## src/rtl/seq_bin_to_bcd_pkg.sv

```systemverilog
// rtl/seq_bin_to_bcd_pkg.sv - shared types and constants for the sequential binary-to-BCD converter
package seq_bcd_pkg;

    localparam int BCD_DIGITS  = 3;
    localparam int ADD3_THRESH = 5;

    typedef enum logic [1:0] {
        S_IDLE,
        S_LOAD,
        S_SHIFT,
        S_DONE
    } state_t;

    // Single-digit double-dabble correction; 4-bit wrap is intentional.
    function automatic logic [3:0] add3(input logic [3:0] d);
        return (d >= 4'(ADD3_THRESH)) ? d + 4'd3 : d;
    endfunction

endpackage

```

## src/rtl/seq_bin_to_bcd_if.sv

```systemverilog
// rtl/seq_bin_to_bcd_if.sv - request/result bundle between converter and its user (blank under SEQ_BCD_LZB_EN)
interface seq_bin_to_bcd_if #(
    parameter int WIDTH = 8
);
    logic             start;
    logic [WIDTH-1:0] bin;
    logic             ready;
    logic             busy;
    logic             done;
    logic [3:0]       ones;
    logic [3:0]       tens;
    logic [3:0]       hundreds;
`ifdef SEQ_BCD_LZB_EN
    logic [2:0]       blank;

    modport master (output start, bin,
                    input  ready, busy, done, ones, tens, hundreds, blank);
    modport slave  (input  start, bin,
                    output ready, busy, done, ones, tens, hundreds, blank);
`else
    modport master (output start, bin,
                    input  ready, busy, done, ones, tens, hundreds);
    modport slave  (input  start, bin,
                    output ready, busy, done, ones, tens, hundreds);
`endif
endinterface

```

## src/rtl/seq_bin_to_bcd_dabble_step.sv

```systemverilog
// rtl/seq_bin_to_bcd_dabble_step.sv - combinational add-3 correction applied to every BCD scratch digit
module bcd_dabble_step
    import seq_bcd_pkg::*;
(
    input  logic [4*BCD_DIGITS-1:0] i_digits,
    output logic [4*BCD_DIGITS-1:0] o_digits
);

    always_comb begin
        o_digits = '0;
        for (int i = 0; i < BCD_DIGITS; i++) begin
            o_digits[4*i +: 4] = add3(i_digits[4*i +: 4]);
        end
    end

endmodule

```

## src/rtl/seq_bin_to_bcd.sv

```systemverilog
// rtl/seq_bin_to_bcd.sv - one-bit-per-cycle double-dabble converter; SEQ_BCD_LZB_EN adds leading-zero flags
module seq_bin_to_bcd
    import seq_bcd_pkg::*;
#(
    parameter int WIDTH = 8
) (
    input  logic              i_clk,
    input  logic              i_rst_n,
    seq_bin_to_bcd_if.slave   bus
);

    localparam int SCR_W = 4 * BCD_DIGITS;
    localparam int CNT_W = $clog2(WIDTH + 1);

    state_t             r_state;
    logic [WIDTH-1:0]   r_sr;
    logic [SCR_W-1:0]   r_scr;
    logic [CNT_W-1:0]   r_cnt;
    logic               r_ready;
    logic               r_busy;
    logic               r_done;
    logic [3:0]         r_ones;
    logic [3:0]         r_tens;
    logic [3:0]         r_hund;
`ifdef SEQ_BCD_LZB_EN
    logic [2:0]         r_blank;
`endif

    logic [SCR_W-1:0]       w_adj;
    logic [SCR_W+WIDTH-1:0] w_cat;

    bcd_dabble_step u_step (
        .i_digits (r_scr),
        .o_digits (w_adj)
    );

    // Corrected scratch and shift register move left as one long word.
    assign w_cat = {w_adj, r_sr} << 1;

    always_ff @(posedge i_clk or negedge i_rst_n) begin
        if (!i_rst_n) begin
            r_state <= S_IDLE;
            r_sr    <= '0;
            r_scr   <= '0;
            r_cnt   <= '0;
            r_ready <= 1'b1;
            r_busy  <= 1'b0;
            r_done  <= 1'b0;
            r_ones  <= '0;
            r_tens  <= '0;
            r_hund  <= '0;
`ifdef SEQ_BCD_LZB_EN
            r_blank <= 3'b110;
`endif
        end else begin
            r_done <= 1'b0;
            case (r_state)
                S_IDLE: begin
                    if (bus.start) begin
                        r_sr    <= bus.bin;
                        r_scr   <= '0;
                        r_cnt   <= CNT_W'(WIDTH);
                        r_ready <= 1'b0;
                        r_busy  <= 1'b1;
                        r_state <= S_LOAD;
                    end
                end
                S_LOAD: begin
                    r_state <= S_SHIFT;
                end
                S_SHIFT: begin
                    r_scr <= w_cat[SCR_W+WIDTH-1:WIDTH];
                    r_sr  <= w_cat[WIDTH-1:0];
                    r_cnt <= r_cnt - 1'b1;
                    if (r_cnt == CNT_W'(1)) begin
                        r_busy  <= 1'b0;
                        r_state <= S_DONE;
                    end
                end
                S_DONE: begin
                    r_ones  <= r_scr[3:0];
                    r_tens  <= r_scr[7:4];
                    r_hund  <= r_scr[11:8];
`ifdef SEQ_BCD_LZB_EN
                    r_blank <= {r_scr[11:8] == 4'd0, r_scr[11:4] == 8'd0, 1'b0};
`endif
                    r_done  <= 1'b1;
                    r_ready <= 1'b1;
                    r_state <= S_IDLE;
                end
                default: r_state <= S_IDLE;
            endcase
        end
    end

    assign bus.ready    = r_ready;
    assign bus.busy     = r_busy;
    assign bus.done     = r_done;
    assign bus.ones     = r_ones;
    assign bus.tens     = r_tens;
    assign bus.hundreds = r_hund;
`ifdef SEQ_BCD_LZB_EN
    assign bus.blank    = r_blank;
`endif

endmodule
```

## src/flat_wrapper.sv

```systemverilog
// flat-port wrapper written by rule: the top's interface ports become plain ports
module seq_bin_to_bcd_flat import seq_bcd_pkg::*;
#(
    parameter int WIDTH = 8
)
  (i_clk, i_rst_n, bus_start, bus_bin, bus_ready, bus_busy, bus_done, bus_ones, bus_tens, bus_hundreds);
  seq_bin_to_bcd_if #(.WIDTH(WIDTH)) bus_i ();
  input  logic i_clk;
  input  logic i_rst_n;
  input wire logic [$bits(bus_i.start)-1:0] bus_start;
  input wire logic [$bits(bus_i.bin)-1:0] bus_bin;
  output wire logic [$bits(bus_i.ready)-1:0] bus_ready;
  output wire logic [$bits(bus_i.busy)-1:0] bus_busy;
  output wire logic [$bits(bus_i.done)-1:0] bus_done;
  output wire logic [$bits(bus_i.ones)-1:0] bus_ones;
  output wire logic [$bits(bus_i.tens)-1:0] bus_tens;
  output wire logic [$bits(bus_i.hundreds)-1:0] bus_hundreds;
  assign bus_i.start = bus_start;
  assign bus_i.bin = bus_bin;
  assign bus_ready = bus_i.ready;
  assign bus_busy = bus_i.busy;
  assign bus_done = bus_i.done;
  assign bus_ones = bus_i.ones;
  assign bus_tens = bus_i.tens;
  assign bus_hundreds = bus_i.hundreds;
  seq_bin_to_bcd #(.WIDTH(WIDTH)) u_core (.i_clk(i_clk), .i_rst_n(i_rst_n), .bus(bus_i));
endmodule
```

## config.mk

```make
export PLATFORM = sky130hd
export DESIGN_NAME = seq_bin_to_bcd_flat
export DESIGN_NICKNAME = d
export VERILOG_FILES = /design/src/rtl/seq_bin_to_bcd_pkg.sv /design/src/rtl/seq_bin_to_bcd_if.sv /design/src/rtl/seq_bin_to_bcd_dabble_step.sv /design/src/rtl/seq_bin_to_bcd.sv /design/src/flat_wrapper.sv
export SDC_FILE = /design/constraint.sdc
export NUM_CORES = 1
export LEC_CHECK = 0
export CAP_MARGIN = 20
export CORE_UTILIZATION = 54
export CTS_CLUSTER_SIZE = 12
export DETAILED_ROUTE_END_ITERATION = 8
export PLACE_DENSITY = 0.78
export SLEW_MARGIN = 0
export SYNTH_ARGS = -nofsm -noshare
export SYNTH_HDL_FRONTEND = slang
export SYNTH_SLANG_ARGS = --single-unit
```

## constraint.sdc

```tcl
create_clock -name i_clk -period 1.99 [get_ports i_clk]
set_input_delay 0.2985 -clock i_clk [delete_from_list [all_inputs] [get_ports i_clk]]
set_output_delay 0.2985 -clock i_clk [all_outputs]
set_load 0.1 [all_outputs]
```

# ---- Word level (Yosys, flattened, before mapping)
# Cells that the tools add are included.
dict set report word_totals {
  register_bits 41
  in_bits 11
  output_inout_bits 15
}
dict set report classes {
  add_sub_neg 4
  magnitude_cmp 3
  n_eq_ne 6
  muxes 18
  reduce_logical 7
}
# operator count
set op_table {}
lappend op_table {{case mux 12 bit (2 select lines)} 1}
lappend op_table {{case mux 8 bit (2 select lines)} 1}
lappend op_table {{greater-or-equal comparator 4 x 3 -> 1 bit (second input constant)} 3}
lappend op_table {{two-way mux 12 bit} 1}
lappend op_table {{two-way mux 4 bit} 3}
lappend op_table {{adder 4 x 2 -> 4 bit (second input constant)} 2}
lappend op_table {{two-way mux 8 bit} 1}
lappend op_table {{case mux 2 bit (4 select lines)} 1}
lappend op_table {{case mux 4 bit (2 select lines)} 1}
lappend op_table {{AND reduction 2 bit} 3}
lappend op_table {{equality test 2 bit (second input constant)} 2}
lappend op_table {{equality test 4 x 1 -> 1 bit (second input constant)} 1}
lappend op_table {{two-way mux 1 bit} 4}
lappend op_table {{two-way mux 2 bit} 2}
lappend op_table {{case mux 1 bit (2 select lines)} 2}
lappend op_table {{nonzero test 2 bit} 2}
lappend op_table {{subtractor 4 x 1 -> 4 bit (second input constant)} 1}
lappend op_table {{adder 3 x 2 -> 3 bit (second input constant)} 1}
lappend op_table {{two-way mux 3 bit} 1}
lappend op_table {{AND reduction 3 bit} 1}
lappend op_table {{equality test 2 x 1 -> 1 bit (second input constant)} 1}
lappend op_table {{zero test 2 bit} 1}
lappend op_table {{inequality test 2 x 1 -> 1 bit (second input constant)} 1}
lappend op_table {{inequality test 2 bit (second input constant)} 1}

# ---- Depth between registers and ports, before layout
# Gate-level depths: netlist (run 1).
dict set report logic_depth {
  word_depth 3
  mapped_depth 8
  depth_no_buf 6
}

# ---- Hierarchy
# Synthesis (run 1) repeated with hierarchy kept, for this count alone.
dict set report hier_totals {
  cells_unflattened 186
  area_unflattened_um2 2054.5
}
# module n_inst cells_each area_each_um2 seq_area_each_um2
set modules_own_cells {}
lappend modules_own_cells {seq_bin_to_bcd 1 138 1750.4 1027.2}
lappend modules_own_cells {bcd_dabble_step 1 48 304.0 0.0}

# ---- Worst setup path after synthesis (run 1)
# No wires, ideal clock.
dict set report synth_path {
  path_kind {reg-to-reg}
  from {register u_core.r_state[0]}
  to {register u_core.r_state[1]}
  setup_time_ps 125
  arrival_ps 1437
  path_slack_ps 429
  stages_incl_launch_ff 7
  path_buffers 1
  synth_period_minus_slack_ps 1561
  path_cell_list {dfrtp_1 inv_1 ha_1 buf_4 and2b_4 a21oi_1 mux2_2}
}
dict set report synth_via {
  elab_chain_cells 3
}
# element line
set synth_rtl {}
lappend synth_rtl {{from (decl)} seq_bin_to_bcd.sv:15} ;# state_t r_state;
lappend synth_rtl {{from (signal assigned)} seq_bin_to_bcd.sv:42} ;# r_state <= S_IDLE;
lappend synth_rtl {{from (signal assigned)} seq_bin_to_bcd.sv:65} ;# r_state <= S_LOAD;
lappend synth_rtl {{from (signal assigned)} seq_bin_to_bcd.sv:69} ;# r_state <= S_SHIFT;
lappend synth_rtl {{equality test 2 bit or zero test 2 bit (tied branches)} seq_bin_to_bcd.sv:57} ;# case (r_state)
lappend synth_rtl {{inequality test 2 x 1 -> 1 bit (no line) or inequality test 2 bit (tied branches)} -}
lappend synth_rtl {{AND reduction 2 bit (no line)} -}
# Several ways; a longest one is shown, not always the timed one.
# A chain may end at the register's enable or synchronous reset.

# ---- Final worst setup path (run 1)
dict set report layout_path {
  from {register u_core.r_state[0]}
  to {register u_core.r_cnt[2]}
}
dict set report layout_via {
  elab_chain_cells 3
}
# element line
set layout_rtl {}
lappend layout_rtl {{equality test 2 bit or zero test 2 bit (tied branches)} seq_bin_to_bcd.sv:57}
lappend layout_rtl {{nonzero test 2 bit (no line) or inequality test 2 bit (tied branches)} -}
lappend layout_rtl {{AND reduction 2 bit (no line)} -}
lappend layout_rtl {{to (signal assigned)} seq_bin_to_bcd.sv:62} ;# r_cnt <= CNT_W'(WIDTH);
lappend layout_rtl {{to (signal assigned)} seq_bin_to_bcd.sv:74} ;# r_cnt <= r_cnt - 1'b1;
lappend layout_rtl {{to (decl)} seq_bin_to_bcd.sv:18} ;# logic [CNT_W-1:0] r_cnt;
# Several ways; a longest one is shown, not always the timed one.

==> results of run 1 <==
stage by stage:
| stage | area (sq um) | instances | hold slack (ps) | setup WS [ps] |
|---|---|---|---|---|
| finish | 2399 | 248 | 56.62 | 174.2 |
| global route | 2399 | 248 | 98.34 | 47.54 |
| CTS | 2391 | 248 | 71.60 | 156.9 |
| detailed placement | 2290 | 240 | 390.7 | 164.8 |
| global placement | 2290 | 240 | 382.3 | 219.2 |
| floorplan | 2029 | 173 | 2.909 | 428.6 |
cell type report:
type                    instances  share of cell area
clock inverters                 1            0.002087
flip-flops and latches         41              0.4283
well taps                      46             0.02400
inverters                      10             0.01565
multi-input cells             115              0.3886
clock buffers                   7             0.04017
repair buffers                 28              0.1012
critical path, stage by stage, from the launching register on:
cell,delay [ps]
dfrtp_1,400
inv_1,90
ha_1,450
and2b_4,300
nor2_2,40
mux2_4,250
a22o_1,170
final timing paths:
kind                                   start                to  slack, ps  depth (start not counted)
setup / recovery           u_core.r_state[0]   u_core.r_cnt[2]        170                          6
hold / removal                       i_rst_n    u_core.r_sr[1]         60                          2
setup reg to reg           u_core.r_state[0]   u_core.r_cnt[2]        170                          6
hold reg to reg               u_core.r_sr[5]    u_core.r_sr[5]        490                          2
max in group asynchronous            i_rst_n  u_core.bus.ready       1580                          2
min in group i_clk            u_core.r_sr[5]    u_core.r_sr[5]        490                          2
per-layer routing:
| metal | vias to the layer above | track usage |
|---|---|---|
| li1 | 665 | - |
| met1 | 681 | 0.2667 |
| met2 | 25 | 0.3454 |
| met3 | 6 | 0.05797 |
| met4 | 0 | 0.06250 |
| met5 | - | 0 |
cells by family after synthesis:
logic type,count (synthesis),share of synthesized area
AO/OA/AOI/OAI,42,0.1523
XOR/XNOR,5,0.02158
adder cells (fa/ha/maj),11,0.06782
buffers and inverters,17,0.03822
flip-flops,41,0.5062
multiplexers,22,0.1190
AND/OR/NAND/NOR,35,0.09495
registers in the layout (all words and copies together), names as in the netlist:
signal,flops
u_core.bus.busy,1
u_core.bus.done,1
u_core.bus.hundreds,4
u_core.bus.ones,4
u_core.bus.ready,1
u_core.bus.tens,4
u_core.r_cnt,4
u_core.r_scr,12
u_core.r_sr,8
u_core.r_state,2
synth_stat cells, drive strengths merged (3+ instances only):
cell and instances:
inv 10, o311ai 3, o31ai 3, xnor2 3, buf 7, nand2b 4, ha 11, o22ai 4
a21oi 7, nor2 6, o21ai 16, nand2 15, nand3 5, mux2 14, a32o 3, dfrtp 40
mux2i 8
where the power goes:
part | switching [uW] | internal [uW] | leakage (uW)
Sequential | 184 | 1090 | 0.000537
Combinational | 1290 | 673 | 0.000519
Clock | 266 | 313 | 0.0000542
==> metrics.txt, run 1 <==
post-synthesis instance area=a little over 2000 sq um; Storage cell area=1027 sq um; fill cell total of the finished layout=284; total area of multi-input combinational cells=932.1 sq um; pin count of the biggest net entering global routing=between 40 and 50; setup TNS=0 ps; setup repair after global routing missed its margin=false; total vias in the final route=1377; WL per Instance=~15 um; area of the core region=around 3500 sq um; CTS tree=built; number of synthesis warnings=0; clock-pin transition on the worst setup and hold timing paths=approximately 70 ps; count of pins over their slew limit=0; area added between synthesis and finish=18.19%; Placer Congestion=0.7829; sort of element at the start of the critical path=flop; width of the die=between 60 and 70 um; maximum vdd ir drop=about 1.0 mV; clock insertion delay at the later pin of the skew report=approximately 290 ps; via-per-instance ratio=between 5 and 6; Die Y=63.31 um; Post-CTS Resized=0; static leakage=0.001110 uW; outcome=complete, no violations; number of instances in the synthesized netlist=roughly 170; master cell of the clock root buffer=clkbuf_8; total of max-cap violations=0; total nets after synthesis=roughly 200; total of flip-flops plus latches after synthesis=41; total number of nets in the final design=between 200 and 250; final cycle utilization of the critical path=0.9125; Core Util, Final=0.6916; post-route antenna net violation count=0; starting density of the core=0.5851; hold crit path type=in2async; CP Max Fanout=10; number of buffers created by CTS=5; count of H-tree levels built during CTS=2; standard-cell rows=21; share of the yosys chip area belonging to registers=0.5062; violation count after the first detailed-route iteration=79; worst path required time=between 2000 and 2500 ps; Post-Route Skew=~4.9 ps; total wirelength of the detailed-routed design=between 3000 and 4000 um; HPWL after DPL=~2500 um; slew of the pin with the lowest slew margin=about 500 ps; library cell occupying the most area in the post-synthesis netlist=dfrtp_1; main area contributors after synthesis=dfrtp_1 (49%), mux2_2 (7.2%), ha_1 (6.8%), mux2i_1 (3.9%), o21ai_0 (3.2%); achievable frequency=550.7 MHz; total power density per cell area=1589 nW/um^2; Worst EP arrival=about 2000 ps; nature of the critical path endpoint=flop; initial antenna violation count=0; Worst slew margin=0.6657; proportion of register bits with asynchronous set or reset after synthesis=1.000; wire length of the first global-routing pass=approximately 6500 um; share of layout cells above drive strength 1=0.2673; DRT met1 WL=1638 um; final hold violations=0; IO Port Bufs=25; Diodes inserted=0; Post-CTS Setup Repair Bufs=0; grt ovf=0; average size of a mapped cell=about 12 sq um; top cell type's share of synthesized area=0.4932; total power after layout=between 3000 and 4000 uW; via count of the first global-routing pass=about 1400; Top Ports=26; Initial DRT Pass Iterations=4; commonest non-fill, non-tap cell in the layout=dfrtp_1; metal3 WL=between 100 and 150 um; highest routed metal layer=met4; CTS max path bufs=2; global-route usage over all layers=0.2090; Setup Viol. Count Final=0; Post-CTS Hold Fix Bufs=0; post-synth cell types=37; met2 WL post-DR=around 1800 um; highest-count cells in the layout ignoring fill and taps=dfrtp_1 (40), buf_4 (17), nand2_1 (14); post-route DRC violation count=0; most instantiated flip-flop cell in the synthesis netlist=dfrtp_1; count of clock tree sinks=just over 40; startpoint-to-endpoint class of the critical path=reg2reg; number of enable-type register cells in the synthesized netlist=0; Die ar.=4008 sq um; Final min period=approximately 1800 ps
Power figures use the tool's default switching activity.
==> run 2: changes to the inputs <==
- CORE_MARGIN: unset -> 2
==> run 2 against run 1 <==
Die area increased by 6.4%. Via count unchanged. Clock power decreased by 9.5%. First-iteration DRC count decreased by 10%. Sequential share of layout area increased by 0.47 points. Core utilization decreased by 3.9 points. Flip-flop and latch count unchanged. Critical path depth decreased by 1. Critical endpoint is now u_core.r_scr[6]. Highest routed layer unchanged.
==> metrics.txt, run 2 (same netlist as run 1, synthesis figures left out) <==
total wirelength of the detailed-routed design=about 3700 um; slowest stage delay, CP=about 620 ps; via-per-instance ratio=5.508; Storage cell area=1027 sq um; number of flip-flops under the largest register name=12; number of placed instances, taps included=242; Setup Viol. Count Final=0; post-route DRC violation count=0; achievable frequency=between 500 and 600 MHz; setup TNS=0 ps; setup repair after global routing missed its margin=false; WL per Instance=14.78 um; total power density per cell area=1575 nW/um^2; Die ar.=roughly 4300 sq um; total of max-cap violations=0; worst path required time=around 2200 ps; area added between synthesis and finish=16.89%; width of the die=approximately 65 um; post-route antenna net violation count=0; wire length of the first global-routing pass=6375 um; HPWL after DPL=2603 um; starting density of the core=0.5585; critical-path cell list=inv_1 > ha_1 > o21ai_2 > nand2_1 > o311ai_2; highest-count cells in the layout ignoring fill and taps=dfrtp_1 (40), buf_4 (17), nand2_1 (14); largest register by flop count=u_core.r_scr; final cycle utilization of the critical path=0.9082; Post-CTS Hold Fix Bufs=0; IO Port Bufs=25; Diodes inserted=0; Post-Route Skew=approximately 4.4 ps; violation count after the first detailed-route iteration=71; global-route usage over all layers=0.1959; Post-CTS Resized=0; commonest non-fill, non-tap cell in the layout=dfrtp_1; master cell of the clock root buffer=clkbuf_8; number of buffers created by CTS=5; final worst setup slack=roughly 180 ps; share of layout cells above drive strength 1=0.2525; slew of the pin with the lowest slew margin=around 700 ps; nature of the critical path endpoint=flop; startpoint-to-endpoint class of the critical path=reg2reg; static leakage=around 0.0011 uW; highest-delay cell along the critical path=o21ai_2; outcome=complete, no violations; grt ovf=0; total area of multi-input combinational cells=924.6 sq um; total number of nets in the final design=about 220; hold crit path type=in2async; Initial DRT Pass Iterations=4; pin count of the biggest net entering global routing=42; initial antenna violation count=0; CTS max path bufs=2; Placer Congestion=between 0.7 and 0.8; total vias in the final route=~1400; maximum vdd ir drop=approximately 1.1 mV; Layout Cells excl Fill=250; CTS tree=built; largest registers in the final layout=u_core.r_scr: 12 flops, u_core.r_sr: 8 flops; Setup WS pre-CTS=158.2 ps; standard-cell rows=22; Final min period=1807 ps; count of clock tree sinks=41; Die Y=approximately 65 um; sort of element at the start of the critical path=flop; Finished Cell Area=about 2400 sq um; Post-Place Cell Area=about 2300 sq um; fill cell total of the finished layout=approximately 290; count of pins over their slew limit=0; Worst slew margin=0.5209; clock insertion delay at the later pin of the skew report=between 200 and 300 ps; area of the core region=~3600 sq um; Post-CTS Setup Repair Bufs=0; Worst EP arrival=around 2000 ps; clock-pin transition on the worst setup and hold timing paths=70 ps; via count of the first global-routing pass=roughly 1400; CP Max Fanout=19; count of H-tree levels built during CTS=2; Top Ports=26; final hold violations=0
## run 2: cell count changes in the layout (fill, tap and decap cells not counted)
| cell | before | now |
|---|---|---|
| o21ai_4 | 1 | 0 |
| clkinv_2 | 1 | 0 |
| clkbuf_1 | 0 | 3 |
| o21ai_2 | 0 | 1 |
| clkbuf_8 | 7 | 5 |
## run 2: metrics by stage
| stage | total power [uW] | hold WS, ps | util |
|---|---|---|---|
| 6_report | 3736 | 51.19 | 0.6529 |
| 5_1_grt | 3976 | 104.6 | 0.6529 |
| 4_1_cts | 3762 | 73.75 | 0.6529 |
| 3_5_place_dp | 3239 | 387.8 | 0.6309 |
| 3_3_place_gp | 3145 | 380.4 | 0.6309 |
| 2_1_floorplan | 2817 | 2.909 | - |
## run 2: where the power goes
group	internal (uW)	total [uW]	switching (uW)
registers	1090	1270	187
clock network	249	524	275
logic	668	1940	1270
total	2000	3740	1730
## run 2: per-layer routing
metal / wire length (um) / global-route usage / vias to the layer above
met4: 53 / 0.07292 / 0
met5: 0 / 0 / -
met2: 1870 / 0.3342 / 21
met3: 129 / 0.04623 / 8
met1: 1643 / 0.2418 / 679
li1: - / - / 669
## run 2: area by class of cell
class,count,share of cell area
repair buffers,28,0.1023
clock buffers,8,0.03376
multi-input cells,115,0.3898
flip-flops and latches,41,0.4330
well taps,48,0.02532
inverters,10,0.01582
## run 2: critical path, delay by kind of cell (launching register included)
family	cells	cell delay (ps)
adders and majority gates	1	340
and+or+nand+nor	1	180
DFF	1	380
buffers and inverters	1	70
AOI/OAI and AO/OA	2	740
## run 2: path summary, 6_finish.rpt
check / start / end / slack, ps / cells after the start
setup / recovery: u_core.r_state[0] / u_core.r_scr[6] / 180 / 5
hold / removal: i_rst_n / u_core.r_sr[1] / 50 / 2
setup reg to reg: u_core.r_state[0] / u_core.r_scr[6] / 180 / 5
hold reg to reg: u_core.r_sr[2] / u_core.r_sr[2] / 490 / 2
max in group asynchronous: i_rst_n / u_core.bus.ready / 1570 / 2
min in group i_clk: u_core.r_sr[2] / u_core.r_sr[2] / 490 / 2
==> run 3: changes to the inputs <==
- CAP_MARGIN: 20 -> 15
==> results of run 3 <==
Same layout as run 2: the final DEF is identical, and so are final timing and power.
